===== src/rtl/series_accumulator_if.sv =====
// Term-stream and result bus between the upstream multiply stage and the series accumulator.
interface series_accumulator_if;
    logic        start;
    logic [31:0] term_in;
    logic        term_valid;
    logic        term_ovf;
    logic        term_ready;
    logic [31:0] sum_out;
    logic        sum_valid;
    logic        busy;
    logic        overflow;
    logic [3:0]  term_idx;

    modport master (
        output start, term_in, term_valid, term_ovf,
        input  term_ready, sum_out, sum_valid, busy, overflow, term_idx
    );

    modport slave (
        input  start, term_in, term_valid, term_ovf,
        output term_ready, sum_out, sum_valid, busy, overflow, term_idx
    );
endinterface


===== src/rtl/series_accumulator.sv =====
// Accumulates NUM_TERMS signed Q16.16 terms (optionally alternating sign) with saturation.
module series_accumulator #(
    parameter int unsigned NUM_TERMS = 8,
    parameter int unsigned ALTERNATE = 1
) (
    input  logic               clk,
    input  logic               reset,
    series_accumulator_if.slave bus
);
    localparam int unsigned DATA_W = 32;
    localparam int unsigned IDX_W  = 4;
    localparam int unsigned ACC_W  = DATA_W + 1;
    localparam logic [IDX_W-1:0] LAST_IDX = IDX_W'(NUM_TERMS - 1);
    localparam logic [DATA_W-1:0] SAT_POS = 32'h7FFF_FFFF;
    localparam logic [DATA_W-1:0] SAT_NEG = 32'h8000_0000;

    typedef enum logic [1:0] {IDLE, ACCUM, DONE} state_t;

    state_t             state, next_state;
    logic [DATA_W-1:0]  acc, acc_next;
    logic [IDX_W-1:0]   idx, idx_next;
    logic               ovf, ovf_next;
    logic               term_ready_q, busy_q, sum_valid_q;

    logic signed [ACC_W-1:0] term_ext_c, addend_c, sum_wide_c;
    logic                    negate_c, sat_c;
    logic [DATA_W-1:0]       sat_val_c;

    // 33-bit add/subtract so that negating 0x80000000 yields +2^31 before saturation.
    always_comb begin
        term_ext_c = $signed({bus.term_in[DATA_W-1], bus.term_in});
        negate_c   = (ALTERNATE != 0) && idx[0];
        addend_c   = negate_c ? -term_ext_c : term_ext_c;
        sum_wide_c = $signed({acc[DATA_W-1], acc}) + addend_c;
        sat_c      = sum_wide_c[ACC_W-1] != sum_wide_c[ACC_W-2];
        sat_val_c  = sum_wide_c[ACC_W-1] ? SAT_NEG : SAT_POS;
    end

    // Next-state and datapath update.
    always_comb begin
        next_state = state;
        acc_next   = acc;
        idx_next   = idx;
        ovf_next   = ovf;
        case (state)
            IDLE: begin
                if (bus.start) begin
                    acc_next   = '0;
                    idx_next   = '0;
                    ovf_next   = 1'b0;
                    next_state = ACCUM;
                end
            end
            ACCUM: begin
                if (bus.term_valid) begin
                    acc_next = sat_c ? sat_val_c : sum_wide_c[DATA_W-1:0];
                    idx_next = idx + IDX_W'(1);
                    ovf_next = ovf | sat_c | bus.term_ovf;
                    if (idx == LAST_IDX) begin
                        next_state = DONE;
                    end
                end
            end
            DONE: begin
                next_state = IDLE;
            end
            default: begin
                next_state = IDLE;
            end
        endcase
    end

    // State, datapath and registered status outputs.
    always_ff @(posedge clk) begin
        if (reset) begin
            state        <= IDLE;
            acc          <= '0;
            idx          <= '0;
            ovf          <= 1'b0;
            term_ready_q <= 1'b0;
            busy_q       <= 1'b0;
            sum_valid_q  <= 1'b0;
        end else begin
            state        <= next_state;
            acc          <= acc_next;
            idx          <= idx_next;
            ovf          <= ovf_next;
            term_ready_q <= (next_state == ACCUM);
            busy_q       <= (next_state != IDLE);
            sum_valid_q  <= (next_state == DONE);
        end
    end

    assign bus.term_ready = term_ready_q;
    assign bus.busy       = busy_q;
    assign bus.sum_valid  = sum_valid_q;
    assign bus.sum_out    = acc;
    assign bus.term_idx   = idx;
    assign bus.overflow   = ovf;

endmodule


===== src/flat_wrapper.sv =====
// flat-port wrapper written by rule: the top's interface ports become plain ports
module series_accumulator_flat 
#(
    parameter int unsigned NUM_TERMS = 8,
    parameter int unsigned ALTERNATE = 1
)
  (clk, reset, bus_start, bus_term_in, bus_term_valid, bus_term_ovf, bus_term_ready, bus_sum_out, bus_sum_valid, bus_busy, bus_overflow, bus_term_idx);
  series_accumulator_if bus_i ();
  input  logic clk;
  input  logic reset;
  input wire logic [$bits(bus_i.start)-1:0] bus_start;
  input wire logic [$bits(bus_i.term_in)-1:0] bus_term_in;
  input wire logic [$bits(bus_i.term_valid)-1:0] bus_term_valid;
  input wire logic [$bits(bus_i.term_ovf)-1:0] bus_term_ovf;
  output wire logic [$bits(bus_i.term_ready)-1:0] bus_term_ready;
  output wire logic [$bits(bus_i.sum_out)-1:0] bus_sum_out;
  output wire logic [$bits(bus_i.sum_valid)-1:0] bus_sum_valid;
  output wire logic [$bits(bus_i.busy)-1:0] bus_busy;
  output wire logic [$bits(bus_i.overflow)-1:0] bus_overflow;
  output wire logic [$bits(bus_i.term_idx)-1:0] bus_term_idx;
  assign bus_i.start = bus_start;
  assign bus_i.term_in = bus_term_in;
  assign bus_i.term_valid = bus_term_valid;
  assign bus_i.term_ovf = bus_term_ovf;
  assign bus_term_ready = bus_i.term_ready;
  assign bus_sum_out = bus_i.sum_out;
  assign bus_sum_valid = bus_i.sum_valid;
  assign bus_busy = bus_i.busy;
  assign bus_overflow = bus_i.overflow;
  assign bus_term_idx = bus_i.term_idx;
  series_accumulator #(.NUM_TERMS(NUM_TERMS), .ALTERNATE(ALTERNATE)) u_core (.clk(clk), .reset(reset), .bus(bus_i));
endmodule

===== config.mk =====
export PLATFORM = sky130hd
export DESIGN_NAME = series_accumulator_flat
export DESIGN_NICKNAME = d
export VERILOG_FILES = /design/src/rtl/series_accumulator_if.sv /design/src/rtl/series_accumulator.sv /design/src/flat_wrapper.sv
export SDC_FILE = /design/constraint.sdc
export NUM_CORES = 1
export LEC_CHECK = 0
export ABC_CLOCK_PERIOD_IN_PS = 5700
export CORE_UTILIZATION = 53
export DETAILED_ROUTE_END_ITERATION = 16
export PLACE_DENSITY = 0.81
export SLEW_MARGIN = 20
export SYNTH_ARGS = -nofsm -noshare
export SYNTH_HDL_FRONTEND = slang
export SYNTH_SLANG_ARGS = --single-unit

===== constraint.sdc =====
create_clock -name clk -period 5.7 [get_ports clk]
set_input_delay 1.14 -clock clk [delete_from_list [all_inputs] [get_ports clk]]
set_output_delay 1.14 -clock clk [all_outputs]
set_load 0.01 [all_outputs]

# ---- Word level (Yosys, flattened, before mapping)
# Index checks and enable logic that the tools add are counted.
dict set report op_classes {
  n_addsub 3
  eq_ne 7
  n_mux 16
  n_bitwise 2
  n_reduce_logical 4
}
# cell count
set op_table {}
lappend op_table {{$mux W32} 4}
lappend op_table {{$pmux W32 S2} 1}
lappend op_table {{$add A32 B33 Y33} 1}
lappend op_table {{$mux W33} 1}
lappend op_table {{$neg A32 Y33} 1}
lappend op_table {{$mux W4} 2}
lappend op_table {{$pmux W4 S2} 1}
lappend op_table {{$mux W2} 3}
lappend op_table {{$add A4 B1 Y4 const B} 1}
lappend op_table {{$eq A2 B1 Y1 const B} 2}
lappend op_table {{$eq A4 B3 Y1 const B} 1}
lappend op_table {{$ne A2 B2 Y1 const B} 2}
lappend op_table {{$pmux W2 S2} 1}
lappend op_table {{$reduce_bool A2 Y1} 2}
lappend op_table {{$reduce_and A3 Y1} 1}
lappend op_table {{$eq A2 B2 Y1 const B} 1}
lappend op_table {{$logic_not A2 Y1} 1}
lappend op_table {{$mux W1} 2}
lappend op_table {{$or A1 B1 Y1} 2}
lappend op_table {{$pmux W1 S2} 1}
lappend op_table {{$ne A1 B1 Y1} 1}
dict set report totals {
  ff_bits 42
  inputBits 37
  wordCells 39
}

# ---- Logic depth before layout (Yosys ltp)
# Gate-level depths: netlist (run 1).
dict set report logic_depth {
  depth_word 8
  depth_mapped 19
}

# ---- Worst setup path after synthesis (run 1)
# OpenSTA, ideal clock, no wires.
dict set report synth_timing {
  path_kind {input to register}
  start {in bus_term_in[1]}
  end {reg u_core.acc[1] (netlist: u_core.bus.sum_out[1])}
  setup_time_ns 0.122
  arrival_time_ns 5.106
  path_slack_ns 0.472
  path_stages 18
  path_cell_list {inv_1 > ha_1 > or4b_4 > nor4_4 > nand3_1 > o41ai_1 > xnor2_1 > ha_1 > clkbuf_1 > and3_1 > and3_1 > and2_1 > a221o_1 > a31oi_1 > xnor2_1 > a31oi_4 > buf_2 > a221o_1}
}
dict set report synth_via {
  elab_chain_cells 7
}
# item line
set synth_rtl {}
lappend synth_rtl {{from (decl)} flat_wrapper.sv:12} ;# input wire logic [$bits(bus_i.term_in)-1:0] bus_term_in;
lappend synth_rtl {{$neg A32 Y33} series_accumulator.sv:33} ;# addend_c = negate_c ? -term_ext_c : term_ext_c;
lappend synth_rtl {{$mux W33 (*)} series_accumulator.sv:33}
lappend synth_rtl {{$add A32 B33 Y33 (*)} series_accumulator.sv:34} ;# sum_wide_c = $signed({acc[DATA_W-1], acc}) + addend_c;
lappend synth_rtl {{$mux W32 or $ne A1 B1 Y1 (tied branches)} {series_accumulator.sv:36, series_accumulator.sv:35}}
lappend synth_rtl {{$mux W32 (*)} series_accumulator.sv:56} ;# acc_next = sat_c ? sat_val_c : sum_wide_c[DATA_W-1:0];
lappend synth_rtl {{$mux W32 (*)} series_accumulator.sv:55} ;# if (bus.term_valid) begin
lappend synth_rtl {{$pmux W32 S2 (*)} series_accumulator.sv:45} ;# case (state)
lappend synth_rtl {{to (signal assigned)} series_accumulator.sv:85} ;# acc <= acc_next;
lappend synth_rtl {{to (decl)} series_accumulator.sv:20} ;# logic [DATA_W-1:0] acc, acc_next;
# Mark *: on every way between the ends. The rest lies on a longest branch, timed or not. The select of a mux whose other input is x is not followed.
# A chain may end at the register's enable or synchronous reset.

# ---- Worst setup path after layout (run 1)
dict set report layout_timing {
  start {in bus_term_in[0]}
  end {reg u_core.acc[30] (netlist: u_core.bus.sum_out[30])}
}
# The elaborated chain is that of the path after synthesis.

==> results.py, run 1 <==
metrics = {
    "routing": {
        "wl_per_cell_um": 16.9,
        "ant_nets": 0,
        "drt-initial-drc-count": 294,
        "drt_first_pass_iters": 6,
        "vias": 4183,
        "drc": 0,
        "drt_wl_total_mm": 11.5,
        "vias_per_cell": 6.16,
    },
    "global_routing": {
        "grt_use_total": 0.292,
        "grt_antenna_before_repair": 0,
        "grt_start_max_net_pins": 32,
        "grt-ovfl-total": 0,
        "grt_pass1_wl_mm": 18.0,
        "grt_pass1_vias": 3756,
    },
    "worst_setup_path": {
        "worstPathArrival_ps": 5730,
        "cp_top_family": "compound AO/OA/AOI/OAI gates",
        "end_kind": "flip-flop",
        "cp_cell_sequence": "clkdlybuf4s50_1, inv_1, ha_1, or4b_4, or2_2, or3_1, o31ai_1, xnor2_1, ha_1, a21oi_1, o211ai_1, a211oi_1, o211a_1, nor2_1, a31o_1, xor2_1, a221o_1",
        "slowest_stage": "or4b_4",
        "crit_type": "primary input to flip-flop",
        "crit_path_frequent_cell": "ha_1",
        "cp-start-kind": "primary input",
        "r2r_setup_slack_ps": 1610,
        "slowest_delay_ps": 510,
        "path_max_fanout": 5,
        "crit_required_ps": 5890,
        "path_buf_inv": 2,
    },
    "synthesis": {
        "yosysSeqAreaShare": 0.212,
        "yosysWarnings": 0,
        "synthArstFlopShare": 0,
        "syn-num-nets": 550,
        "synth-seq-cells": 42,
        "synth_edf_count": 0,
        "synth_top_family_by_area": "compound AO/OA/AOI/OAI gates",
        "synthFlopType": "dfxtp_1",
        "synthesis.area_per_instance_um2": 8.31,
        "muxShareOfSynthArea": 0.00505,
        "yosys.area_share.adder": 0.116,
        "yosys.cell_types.count": 58,
        "synthCells": 477,
        "synth-xor-area-share": 0.128,
        "syn-cell-area_um2": 3960,
        "synth-compound-area-share": 0.320,
        "synth-simple-area-share": 0.179,
    },
    "finish": {
        "finalInstanceArea_um2": 5190,
        "diodes": 0,
        "seqCellArea_um2": 841,
        "multi_input_area_um2": 3010,
        "fin_cells": 679,
        "nets": 652,
        "drive_gt1_frac": 0.121,
        "fillCellCount": 573,
        "syn_to_final_growth_pct": 31.1,
        "utilization": 0.716,
    },
    "sta": {
        "worst_pin_slew_ps": 786,
        "finalHoldViolCount": 0,
        "slew_viol_final": 0,
        "tns_ps": 0,
        "skew_ps": 9.39,
        "setup_ws_ps": 159,
        "clock.fmax_mhz": 180,
        "whs_ps": 499,
        "setup_viol": 0,
        "rsz0062_at_grt": "false",
        "relSlewSlack": 0.475,
        "period_needed_ps": 5540,
        "period_share": 0.972,
    },
    "die": {
        "dieHeight_um": 88.5,
        "initial_utilization": 0.546,
        "rows": 31,
        "core_um2": 7250,
        "die_w_um": 88.5,
        "io_pins": 77,
        "dieArea_um2": 7830,
    },
    "power": {
        "ir_drop_uv": 121,
        "finalPower_mw": 1.13,
        "powerDensity_nw_per_um2": 218,
        "p_leak_nw": 2.12,
    },
    "clocking": {
        "post-cts-setup-buffer-count": 0,
        "cts_buffer_depth": 2,
        "path_clk_slew_ps": 80,
        "htreeDepth": 2,
        "clkLatencyLatePin_ps": 300,
        "tritoncts": "yes",
        "clkSinkCount": 42,
        "cts_root_buffer": "clkbuf_8",
        "cts_buffers": 5,
    },
    "place": {
        "numPortBuffers": 76,
        "hpwl_mm": 9.01,
        "gp_congestion": 0.990,
        "dp_cells": 671,
        "place_worst_setup_slack_ps": -170,
        "place_area_um2": 5070,
    },
    "job": {
        "maxCapViolCount": 0,
    },
    "status": {
        "outcome": "completed",
    },
    "min_path": {
        "worstHoldPathType": "flip-flop to flip-flop",
    },
}
## Yosys cell counts (4+ instances only)
cell | n | area share
nand2_1 | 35 | 0.033
o21ai_0 | 21 | 0.027
o31ai_1 | 10 | 0.019
nand3_1 | 11 | 0.014
inv_1 | 13 | 0.012
a21oi_1 | 32 | 0.040
o21a_1 | 7 | 0.013
clkbuf_1 | 15 | 0.014
a211oi_1 | 6 | 0.011
xnor2_1 | 44 | 0.097
a31oi_1 | 5 | 0.0079
or3_1 | 8 | 0.013
nor3_1 | 10 | 0.013
a221o_1 | 32 | 0.081
nor2_1 | 29 | 0.027
a21o_1 | 14 | 0.027
a311o_1 | 4 | 0.010
and2_1 | 7 | 0.011
nand2b_1 | 8 | 0.013
or2_2 | 4 | 0.0063
dfxtp_1 | 42 | 0.21
and3_1 | 7 | 0.011
xor2_1 | 14 | 0.031
ha_1 | 35 | 0.11
o211ai_1 | 8 | 0.015
## state kept, by name, summed over array words and instances (netlist names)
register	flops
u_core.bus.term_idx	4
u_core.bus.term_ready	1
u_core.bus.sum_valid	1
u_core.bus.busy	1
u_core.state	2
u_core.bus.overflow	1
u_core.bus.sum_out	32
## metal layers
| layer | GRT usage | up-vias | part of all wire |
|---|---|---|---|
| met5 | 0 | - | 0 |
| met3 | 0.0373 | 24 | 0.058 |
| met2 | 0.483 | 171 | 0.47 |
| li1 | - | 2013 | - |
| met4 | 0.0821 | 0 | 0.020 |
| met1 | 0.400 | 1975 | 0.45 |
## cells in the final DEF (no fill, tap or decap), types with 3 or more instances in the layout
| master | Yosys | layout |
|---|---|---|
| buf_4 | 0 | 41 |
| and2_1 | 7 | 7 |
| o211ai_1 | 8 | 8 |
| a21o_1 | 14 | 14 |
| o31ai_1 | 10 | 9 |
| xnor2_1 | 44 | 44 |
| o41ai_2 | 1 | 3 |
| ha_1 | 35 | 35 |
| a221o_1 | 32 | 32 |
| clkbuf_8 | 0 | 5 |
| nor2_1 | 29 | 28 |
| a22oi_1 | 3 | 3 |
| clkdlybuf4s50_1 | 0 | 76 |
| o21ai_0 | 21 | 19 |
| a21oi_1 | 32 | 31 |
| o21ai_1 | 3 | 4 |
| and3_1 | 7 | 7 |
| nand4_1 | 3 | 3 |
| a311o_1 | 4 | 4 |
| nor3_1 | 10 | 10 |
| or2_2 | 4 | 4 |
| xor2_1 | 14 | 14 |
| nand2_1 | 35 | 35 |
| o21a_1 | 7 | 7 |
| inv_1 | 13 | 13 |
| dfxtp_1 | 42 | 42 |
| or3_1 | 8 | 8 |
| nand3_1 | 11 | 9 |
| or4_1 | 3 | 3 |
| nand2b_1 | 8 | 8 |
| a31oi_1 | 5 | 5 |
| a211oi_1 | 6 | 6 |
## repair_timing
item	CTS	global route
hold buffers	0	0
setup endpoints to repair	0	31
gates resized for setup	0	9
## report_power, final
group	switching (mW)	total [mW]	internal (mW)
clock	0.107	0.194	0.0866
sequential	0.0274	0.347	0.319
combinational	0.305	0.594	0.289
total	0.440	1.13	0.694
## cells by family (layout without fill, tap and decap cells)
logic type,Yosys count,in the layout
xor+xnor,58,58
compound gates,168,168
fa+ha+maj,36,36
simple gates,135,135
flops,42,42
buf+inv,36,139
mux,2,2
## worst paths after layout
| check | startpoint | to | cells after the start |
|---|---|---|---|
| max | bus_term_in[0] | u_core.bus.sum_out[30]$_SDFFE_PP0P_ | 17 |
| max reg2reg | u_core.bus.term_idx[0]$_SDFFE_PP0P_ | u_core.bus.sum_out[24]$_SDFFE_PP0P_ | 15 |
| min | u_core.bus.term_idx[3]$_SDFFE_PP0P_ | u_core.bus.term_idx[3]$_SDFFE_PP0P_ | 1 |
| min reg2reg | u_core.bus.term_idx[3]$_SDFFE_PP0P_ | u_core.bus.term_idx[3]$_SDFFE_PP0P_ | 1 |
## final cells by class
type | count | share of cell area
well taps | 99 | 0.0238
clock inverters | 2 | 0.00265
clock buffers | 6 | 0.0140
multi-input cells | 399 | 0.579
inverters | 13 | 0.00939
repair buffers | 118 | 0.210
flip-flops and latches | 42 | 0.162
## worst reg2reg max path: stages, from the launching register on
cell and delay, ps:
dfxtp_1 720, buf_4 360, nand2_1 70, o21ai_0 120
inv_1 100, fa_1 420, nand2b_1 200, a21oi_1 250
o41ai_2 140, o21a_1 210, a2111oi_1 370, buf_4 190
or3_4 170, a31oi_4 100, buf_4 210, a221o_1 340
No activity file was read; power rests on OpenSTA's default activity.
==> run 2, diff against run 1 <==
- SETUP_SLACK_MARGIN: unset -> 0.2
==> run 2 against run 1 <==
  * Sequential power hardly changed
  * Wire length is 1.2% higher
  * Sequential cell count stayed put
  * Global-route usage stayed put
  * Clock-buffer cell count stayed put
  * Power is 1.1% higher
  * Clock power hardly changed
  * Final cell count is 0.44% higher
  * Utilization is 1.1 points higher
  * First-iteration DRC count is 2.7% lower
  * Sequential share of layout area is 0.25 points lower
  * Critical path depth stayed put
  * Critical path type unchanged
==> results.py, run 2 (same netlist as run 1, synthesis figures left out) <==
metrics = {
    "place": {
        "hpwl_mm": 9.01,
        "place_worst_setup_slack_ps": -170,
        "numPortBuffers": 76,
        "gp_congestion": 0.990,
        "place_area_um2": 5070,
    },
    "clocking": {
        "tritoncts": "yes",
        "hold_buffers": 0,
        "cts_root_buffer": "clkbuf_8",
        "clkLatencyLatePin_ps": 300,
        "cts_buffers": 5,
        "clkSinkCount": 42,
        "path_clk_slew_ps": 80,
        "htreeDepth": 2,
        "cts_buffer_depth": 2,
    },
    "sta": {
        "period_share": 0.945,
        "slew_viol_final": 0,
        "finalHoldViolCount": 0,
        "setup_viol": 0,
        "skew_ps": 8.54,
        "relSlewSlack": 0.476,
        "period_needed_ps": 5390,
        "setup_ws_ps": 313,
        "worst_pin_slew_ps": 784,
        "clock.fmax_mhz": 186,
        "rsz0062_at_grt": "false",
    },
    "power": {
        "p_leak_nw": 2.15,
        "finalPower_mw": 1.15,
        "powerDensity_nw_per_um2": 217,
        "ir_drop_uv": 121,
    },
    "routing": {
        "vias_per_cell": 6.17,
        "wl_met2_mm": 5.59,
        "wl_per_cell_um": 17.0,
        "vias": 4210,
        "drc": 0,
        "ant_nets": 0,
        "wl_met1_mm": 5.15,
        "maxUsedRoutingLayer": "met4",
        "drt_wl_total_mm": 11.6,
        "wl_met3_um": 678,
        "drt-initial-drc-count": 286,
        "drt_first_pass_iters": 5,
    },
    "min_path": {
        "whs_path_depth": 1,
        "worstHoldPathType": "flip-flop to flip-flop",
    },
    "worst_setup_path": {
        "worstPathArrival_ps": 5580,
        "end_kind": "flip-flop",
        "crit_type": "primary input to flip-flop",
        "worstRegToRegCells": 15,
        "cp-start-kind": "primary input",
        "crit_required_ps": 5890,
        "path_max_fanout": 5,
    },
    "finish": {
        "drive_gt1_frac": 0.142,
        "utilization": 0.727,
        "largest_register_ffs": 32,
        "layout_common_cells": "clkdlybuf4s50_1, buf_4, xnor2_1, dfxtp_1, nand2_1",
        "fillCellCount": 559,
        "diodes": 0,
        "finalInstanceArea_um2": 5280,
        "nets": 655,
        "syn_to_final_growth_pct": 33.1,
        "final_common_cell": "clkdlybuf4s50_1",
    },
    "global_routing": {
        "grt-ovfl-total": 0,
        "grt_pass1_wl_mm": 18.0,
        "grt_pass1_vias": 3757,
        "grt_antenna_before_repair": 0,
        "grt_use_total": 0.292,
        "grt_start_max_net_pins": 32,
    },
    "status": {
        "outcome": "completed",
    },
    "die": {
        "dieHeight_um": 88.5,
        "io_pins": 77,
        "dieArea_um2": 7830,
        "die_w_um": 88.5,
        "rows": 31,
        "initial_utilization": 0.546,
        "core_um2": 7250,
    },
    "job": {
        "maxCapViolCount": 0,
    },
}
## run 2: cell types whose count changed in the layout (fill, tap and decap cells not counted), moves of 2 or more
cell / before / now
buf_4: 41 / 44
o21ai_0: 19 / 17
o21ai_1: 4 / 6
o31ai_1: 9 / 7
o31ai_2: 1 / 3
## run 2: power breakdown
group | internal [mW] | leakage [nW] | total, mW | switching [mW]
clock network | 0.0865 | 0.0452 | 0.193 | 0.106
registers | 0.319 | 0.342 | 0.346 | 0.0272
logic | 0.296 | 1.76 | 0.607 | 0.311
total | 0.702 | 2.15 | 1.15 | 0.444
## run 2: final timing paths
path                                                             to                                 from  slack (ps)
worst max-delay path            u_core.bus.sum_out[30]$_SDFFE_PP0P_                       bus_term_in[0]         310
worst min-delay path            u_core.bus.term_idx[3]$_SDFFE_PP0P_  u_core.bus.term_idx[3]$_SDFFE_PP0P_         500
worst max register to register  u_core.bus.sum_out[20]$_SDFFE_PP0P_  u_core.bus.term_idx[0]$_SDFFE_PP0P_        1650
worst min register to register  u_core.bus.term_idx[3]$_SDFFE_PP0P_  u_core.bus.term_idx[3]$_SDFFE_PP0P_         500
## run 2: what timing repair did
item | 4_1_cts | 5_1_grt
pin swaps | 0 | 6
resized for setup | 3 | 19
setup buffers | 0 | 3
endpoints found under the setup margin | 31 | 32
## run 2: routing by layer
metal  up-vias  GRT usage
met3        17     0.0373
met5         -          0
met4         0     0.0821
li1       2024          -
met1      2004      0.400
met2       165      0.483
## run 2: layout make-up
type | count | area (um2) | area share
tap | 99 | 124 | 0.0235
clock inverter | 2 | 13.8 | 0.00261
multi-input combinational | 399 | 3070 | 0.581
clock buffer | 6 | 72.6 | 0.0138
inverter | 13 | 48.8 | 0.00925
timing repair buffer | 121 | 1110 | 0.211
sequential | 42 | 841 | 0.159
## run 2: per-stage QoR
stage               setup TNS [ps]  cells  hold slack [ps]
finish                           0    682              499
global route                     0    682              529
CTS                              0    679              498
detailed placement           -4440    671              483
global placement              -794    671              482
floorplan                        0    477              493
## run 2: worst max-delay path, cell delays in order
cell and delay (ps):
clkdlybuf4s50_1 440, inv_1 70, ha_1 150, or4b_4 510
or2_2 350, or3_1 390, o31ai_1 250, xnor2_1 120
ha_1 220, a21oi_2 270, o211ai_1 170, a211oi_1 400
o211a_1 290, nor2_1 110, a31o_1 250, xor2_1 140
a221o_1 280
